===== src/rtl/jstk_scheduler.sv =====
// jstk_scheduler: time-shares one SPI joystick core between two joysticks.
// A free-running tick requests a poll round; each round runs ch0 then ch1.
// For each channel the core's slave-select and MISO are steered to that
// joystick and the core's dav handshake is run. The result is latched into
// that channel's registers.
//
// Core handshake: coredav is held high from START through WAIT to request one
// transaction. The core answers with a single-cycle coredavin pulse when the
// data on corexdata/coreydata/corebutton is valid. coredav drops in DONE and
// in SETUP so that the core returns to its idle state before the next request.
// A pulse seen outside WAIT is ignored.
module jstk_scheduler #(
  parameter int POLL_DIV = 24000,
  parameter int TIMEOUT  = 1023
) (
  input  logic        jstkclk,
  input  logic        jstkrst_n,
  input  logic        jstken,
  input  logic [3:0]  jstkledreq,
  output logic        coredav,
  input  logic        coredavin,
  output logic [1:0]  coreled,
  input  logic [9:0]  corexdata,
  input  logic [9:0]  coreydata,
  input  logic [2:0]  corebutton,
  input  logic        coress,
  output logic        coremiso,
  output logic [1:0]  jstkss,
  input  logic [1:0]  jstkmiso,
  output logic [19:0] jstkxdata,
  output logic [19:0] jstkydata,
  output logic [5:0]  jstkbutton,
  output logic [1:0]  jstkupd,
  output logic [1:0]  jstkto,
  output logic        jstkovr,
  output logic        jstkbusy,
  output logic [2:0]  jstkstate
);

  localparam int CNT_W = (POLL_DIV > 1) ? $clog2(POLL_DIV) : 1;
  localparam int TMR_W = (TIMEOUT > 0) ? $clog2(TIMEOUT + 1) : 1;

  typedef enum logic [2:0] {
    S_IDLE  = 3'd0,
    S_SETUP = 3'd1,
    S_START = 3'd2,
    S_WAIT  = 3'd3,
    S_DONE  = 3'd4
  } state_e;

  state_e             state_q;
  logic               ch_q;
  logic [TMR_W-1:0]   timer_q;
  logic [CNT_W-1:0]   cnt_q, cnt_d;
  logic               pend_q, pend_d;
  logic               ovr_q, ovr_d;
  logic               tick;
  logic               consume;
  logic               coredav_q;
  logic [1:0]         coreled_q;
  logic [19:0]        xdata_q, ydata_q;
  logic [5:0]         button_q;
  logic [1:0]         upd_q, to_q;

  // Tick generation and pending/overrun bookkeeping for the next state.
  always_comb begin
    tick    = (cnt_q == CNT_W'(POLL_DIV - 1));
    cnt_d   = tick ? '0 : cnt_q + CNT_W'(1);
    consume = (state_q == S_IDLE) && pend_q && jstken;
    pend_d  = pend_q;
    ovr_d   = ovr_q;
    if (!jstken) begin
      pend_d = 1'b0;
      ovr_d  = 1'b0;
    end else begin
      if (consume) pend_d = 1'b0;
      // A tick landing on an already pending request is dropped and flagged.
      if (tick) begin
        if (pend_d) ovr_d  = 1'b1;
        else        pend_d = 1'b1;
      end
    end
  end

  // Poll-rate counter, pending request and sticky overrun flag.
  always_ff @(posedge jstkclk or negedge jstkrst_n) begin
    if (!jstkrst_n) begin
      cnt_q  <= '0;
      pend_q <= 1'b0;
      ovr_q  <= 1'b0;
    end else begin
      cnt_q  <= cnt_d;
      pend_q <= pend_d;
      ovr_q  <= ovr_d;
    end
  end

  // Round sequencer with registered handshake, LED and result outputs.
  always_ff @(posedge jstkclk or negedge jstkrst_n) begin
    if (!jstkrst_n) begin
      state_q   <= S_IDLE;
      ch_q      <= 1'b0;
      timer_q   <= '0;
      coredav_q <= 1'b0;
      coreled_q <= 2'b00;
      xdata_q   <= '0;
      ydata_q   <= '0;
      button_q  <= '0;
      upd_q     <= 2'b00;
      to_q      <= 2'b00;
    end else begin
      upd_q <= 2'b00;
      case (state_q)
        S_IDLE: begin
          if (consume) begin
            ch_q      <= 1'b0;
            coreled_q <= jstkledreq[1:0];
            state_q   <= S_SETUP;
          end
        end
        S_SETUP: begin
          coredav_q <= 1'b1;
          state_q   <= S_START;
        end
        S_START: begin
          timer_q <= '0;
          state_q <= S_WAIT;
        end
        S_WAIT: begin
          // A response in the last timer cycle still counts as success.
          if (coredavin) begin
            if (ch_q) begin
              xdata_q[19:10] <= corexdata;
              ydata_q[19:10] <= coreydata;
              button_q[5:3]  <= corebutton;
            end else begin
              xdata_q[9:0]   <= corexdata;
              ydata_q[9:0]   <= coreydata;
              button_q[2:0]  <= corebutton;
            end
            to_q[ch_q]  <= 1'b0;
            upd_q[ch_q] <= 1'b1;
            coredav_q   <= 1'b0;
            state_q     <= S_DONE;
          end else if (timer_q == TMR_W'(TIMEOUT)) begin
            to_q[ch_q] <= 1'b1;
            coredav_q  <= 1'b0;
            state_q    <= S_DONE;
          end else begin
            timer_q <= timer_q + TMR_W'(1);
          end
        end
        S_DONE: begin
          // coreled changes only on entry to SETUP, so it is stable for the core.
          if (!ch_q && jstken) begin
            ch_q      <= 1'b1;
            coreled_q <= jstkledreq[3:2];
            state_q   <= S_SETUP;
          end else begin
            ch_q    <= 1'b0;
            state_q <= S_IDLE;
          end
        end
        default: begin
          coredav_q <= 1'b0;
          state_q   <= S_IDLE;
        end
      endcase
    end
  end

  // Steer the core's slave-select and MISO to the active joystick.
  always_comb begin
    jstkss = 2'b11;
    if (state_q != S_IDLE) jstkss[ch_q] = coress;
    coremiso = jstkmiso[ch_q];
  end

  assign coredav    = coredav_q;
  assign coreled    = coreled_q;
  assign jstkxdata  = xdata_q;
  assign jstkydata  = ydata_q;
  assign jstkbutton = button_q;
  assign jstkupd    = upd_q;
  assign jstkto     = to_q;
  assign jstkovr    = ovr_q;
  assign jstkbusy   = (state_q != S_IDLE);
  assign jstkstate  = state_q;

endmodule


===== config.mk =====
export PLATFORM = sky130hd
export DESIGN_NAME = jstk_scheduler
export DESIGN_NICKNAME = d
export VERILOG_FILES = /design/src/rtl/jstk_scheduler.sv
export SDC_FILE = /design/constraint.sdc
export NUM_CORES = 1
export LEC_CHECK = 0
export CAP_MARGIN = 20
export CORE_MARGIN = 2
export CORE_UTILIZATION = 35
export CTS_BUF_LIST = sky130_fd_sc_hd__clkbuf_4
export DETAILED_ROUTE_END_ITERATION = 6
export REMOVE_ABC_BUFFERS = 1
export SETUP_SLACK_MARGIN = 0.3
export SLEW_MARGIN = 40
export SYNTH_ARGS = -nofsm -noshare
export SYNTH_HDL_FRONTEND = slang
export SYNTH_SLANG_ARGS = --single-unit
export TNS_END_PERCENT = 20

===== constraint.sdc =====
create_clock -name jstkclk -period 3.3 [get_ports jstkclk]
set_clock_uncertainty 0.1 [all_clocks]
set_input_delay 0.66 -clock jstkclk [delete_from_list [all_inputs] [get_ports jstkclk]]
set_output_delay 0.66 -clock jstkclk [all_outputs]
set_load 0.005 [all_outputs]

==> impl_metrics.yaml <==
status:
  status: "completed"
setup_path:
  critPathMaxFanout: 14
  cp.arrival_ps: 2040
  startpoint_type: "register"
  endpoint_kind: "output pin"
  path_class: "register to output pin"
  regToRegSetupSlack_ps: 1020
  crit_required_ps: 2540
routing:
  firstDrtPassIters: 4
  postRouteAntennaNets: 0
  routed_wl_um: 8610
  drc: 0
  via_per_inst: 4.95
  vias: 2849
  wl_per_cell_um: 15.0
  drtIter0Drc: 109
global_routing:
  grt_pass1_wl_um: 14300
  grt_usage_pct: 15.8
  grt_max_degree: 85
  grt_antenna_before_repair: 0
  grt_pass1_vias: 2888
  grt_remaining_overflow: 0
sta:
  relSlewSlack_pct: 54.9
  fin_ws_ps: 498
  fin_crit_ps: 2800
  final_max_slew_viol_count: 0
  tightestPinTransition_ps: 677
  fmax_mhz: 357
  setup_viol: 0
  hold_violations: 0
  rsz0062_at_grt: "false"
  min_period_over_period_pct: 84.9
  tns_ps: 0
  hold_ws_ps: 125
finish:
  diodes: 0
  final_cells: 575
  area_growth_pct: 31.0
  mostFrequentLayoutCell: "clkdlybuf4s50_1"
  fin_nets: 470
  fin_area_sq_um: 4870
  final_cell_mix: "93 x clkdlybuf4s50_1, 84 x dfrtp_1, 83 x nand2_1"
  layout-drive-gt1-share_pct: 7.06
synthesis:
  syn_inst: 341
  synthFlopType: "dfrtp_1"
  synth.area.top_cells: "dfrtp_1 57%, nand2_1 8.4%, mux2_1 7.0%"
  yosysWarnings: 0
  ys_seq_area_share_pct: 56.6
  ys_async_sr_fraction_pct: 100
  synth_top_area_share_pct: 56.6
  synth_largest_area_cell: "dfrtp_1"
  ys_seq_elements: 84
  synth_area_per_cell_sq_um: 10.9
  synth_cell_type_count: 50
  synthesis.area_sq_um: 3720
  synth-edff-count: 0
die:
  rows: 37
  die_y_um: 107
  die_area_sq_um: 11500
  die_w_um: 107
  start_util_pct: 36.0
  core_sq_um: 10300
  ios: 95
min_path:
  worst_hold_path_type: "input port to async pin"
clocking:
  hold_buffers: 0
  cts_tree: "done"
  clockRootBuffer: "clkbuf_4"
  clk_path_buf_depth: 2
  clk_pin_slew_ps: 140
  cts.sinks: 84
  h-tree-depth: 3
  numCtsBuffers: 9
  post_cts_resized: 1
  post_cts_buffers: 0
  insertion_delay_ps: 420
placed_design:
  portBuffers: 94
  dp_cells: 559
  dp_hpwl_um: 5900
  placed_area_sq_um: 4740
  globalplace.congestion: 0.851
  dp_slack_ps: 665
run:
  max_cap_viol_count: 0
power:
  ir_drop_v: 0.000333
  leakage_nw: 2.16
  p_per_area_nw_per_um2: 737
-- logic make-up (layout without fill, tap and decap cells) --
| logic type | after synthesis | in the layout | synth area share (%) |
|---|---|---|---|
| adder cells (fa/ha/maj) | 2 | 2 | 0.673 |
| buffers and inverters | 20 | 118 | 3.33 |
| AND/OR/NAND/NOR | 155 | 155 | 19.9 |
| flip-flops | 84 | 84 | 56.6 |
| AO/OA/AOI/OAI | 39 | 39 | 7.74 |
| multiplexers | 29 | 29 | 8.96 |
| XOR/XNOR | 12 | 12 | 2.83 |
-- state kept, by name, summed over array words and instances, names as in the netlist, named ones only --
| name | flops |
|---|---|
| jstkxdata | 20 |
| pend_q | 1 |
| coredav | 1 |
| cnt_q | 15 |
| jstkstate | 3 |
| timer_q | 10 |
| jstkovr | 1 |
| jstkydata | 20 |
| ch_q | 1 |
| jstkupd | 2 |
| jstkbutton | 6 |
| coreled | 2 |
-- report_power, final --
group | leakage [nW] | internal (W) | switching (W)
Combinational | 1.04 | 0.000874 | 0.000584
Clock | 0.0562 | 0.000157 | 0.000375
Sequential | 1.06 | 0.00136 | 0.000240
-- metal layers --
layer	routed length [um]	GRT usage, %	vias to the layer above
li1	-	-	1362
met1	3940	20.9	1417
met2	4190	25.5	60
met3	331	2.74	10
met4	147	6.59	0
met5	0	0	-
-- synthesized netlist by cell type (2+ instances only) --
master,n
clkbuf_1,2
nand2b_1,2
nand4_1,4
o22ai_1,6
a21oi_1,4
buf_2,6
nand2_1,83
nor4_1,4
a31oi_1,2
a31o_1,3
nor3_1,7
o21ai_1,3
nor2b_1,4
o21ai_0,6
nand3_1,15
mux2_1,23
inv_1,5
and3_1,4
mux2_4,2
mux2_2,3
a22o_1,6
xor2_1,6
and4_1,3
buf_6,5
ha_1,2
xnor2_1,6
a21o_1,2
nor2_1,17
and2_1,2
dfrtp_1,84
-- critical path, cell delays in order (launching register included) --
cell,delay (ps)
dfrtp_1,570
nor3_2,400
or3_1,160
clkdlybuf4s50_1,490
-- metrics by stage --
step,utilization [%],power (W)
floorplan,-,0.00216
global placement,45.9,0.00307
CTS,47.1,0.00364
global route,47.2,0.00387
finish,47.2,0.00359
detailed placement,45.9,0.00310
-- final timing paths --
check	start	to	cells past startpoint
setup reg to reg	jstkstate[0]	jstkxdata[8]	5
max in group asynchronous	jstkrst_n	jstkxdata[8]	1
min in group jstkclk	jstkydata[11]	jstkydata[11]	2
setup / recovery	jstkstate[0]	jstkss[0]	3
hold reg to reg	jstkydata[11]	jstkydata[11]	2
hold / removal	jstkrst_n	jstkydata[15]	1
-- layout make-up --
cell class | count | area (sq um)
flip-flops and latches | 84 | 2100
clock buffers | 9 | 67.6
well taps | 136 | 170
clock inverters | 7 | 52.6
repair buffers | 96 | 960
multi-input cells | 237 | 1500
fillers | 964 | 5450
inverters | 6 | 22.5
Note: power is estimated with default switching activity, not from simulation.
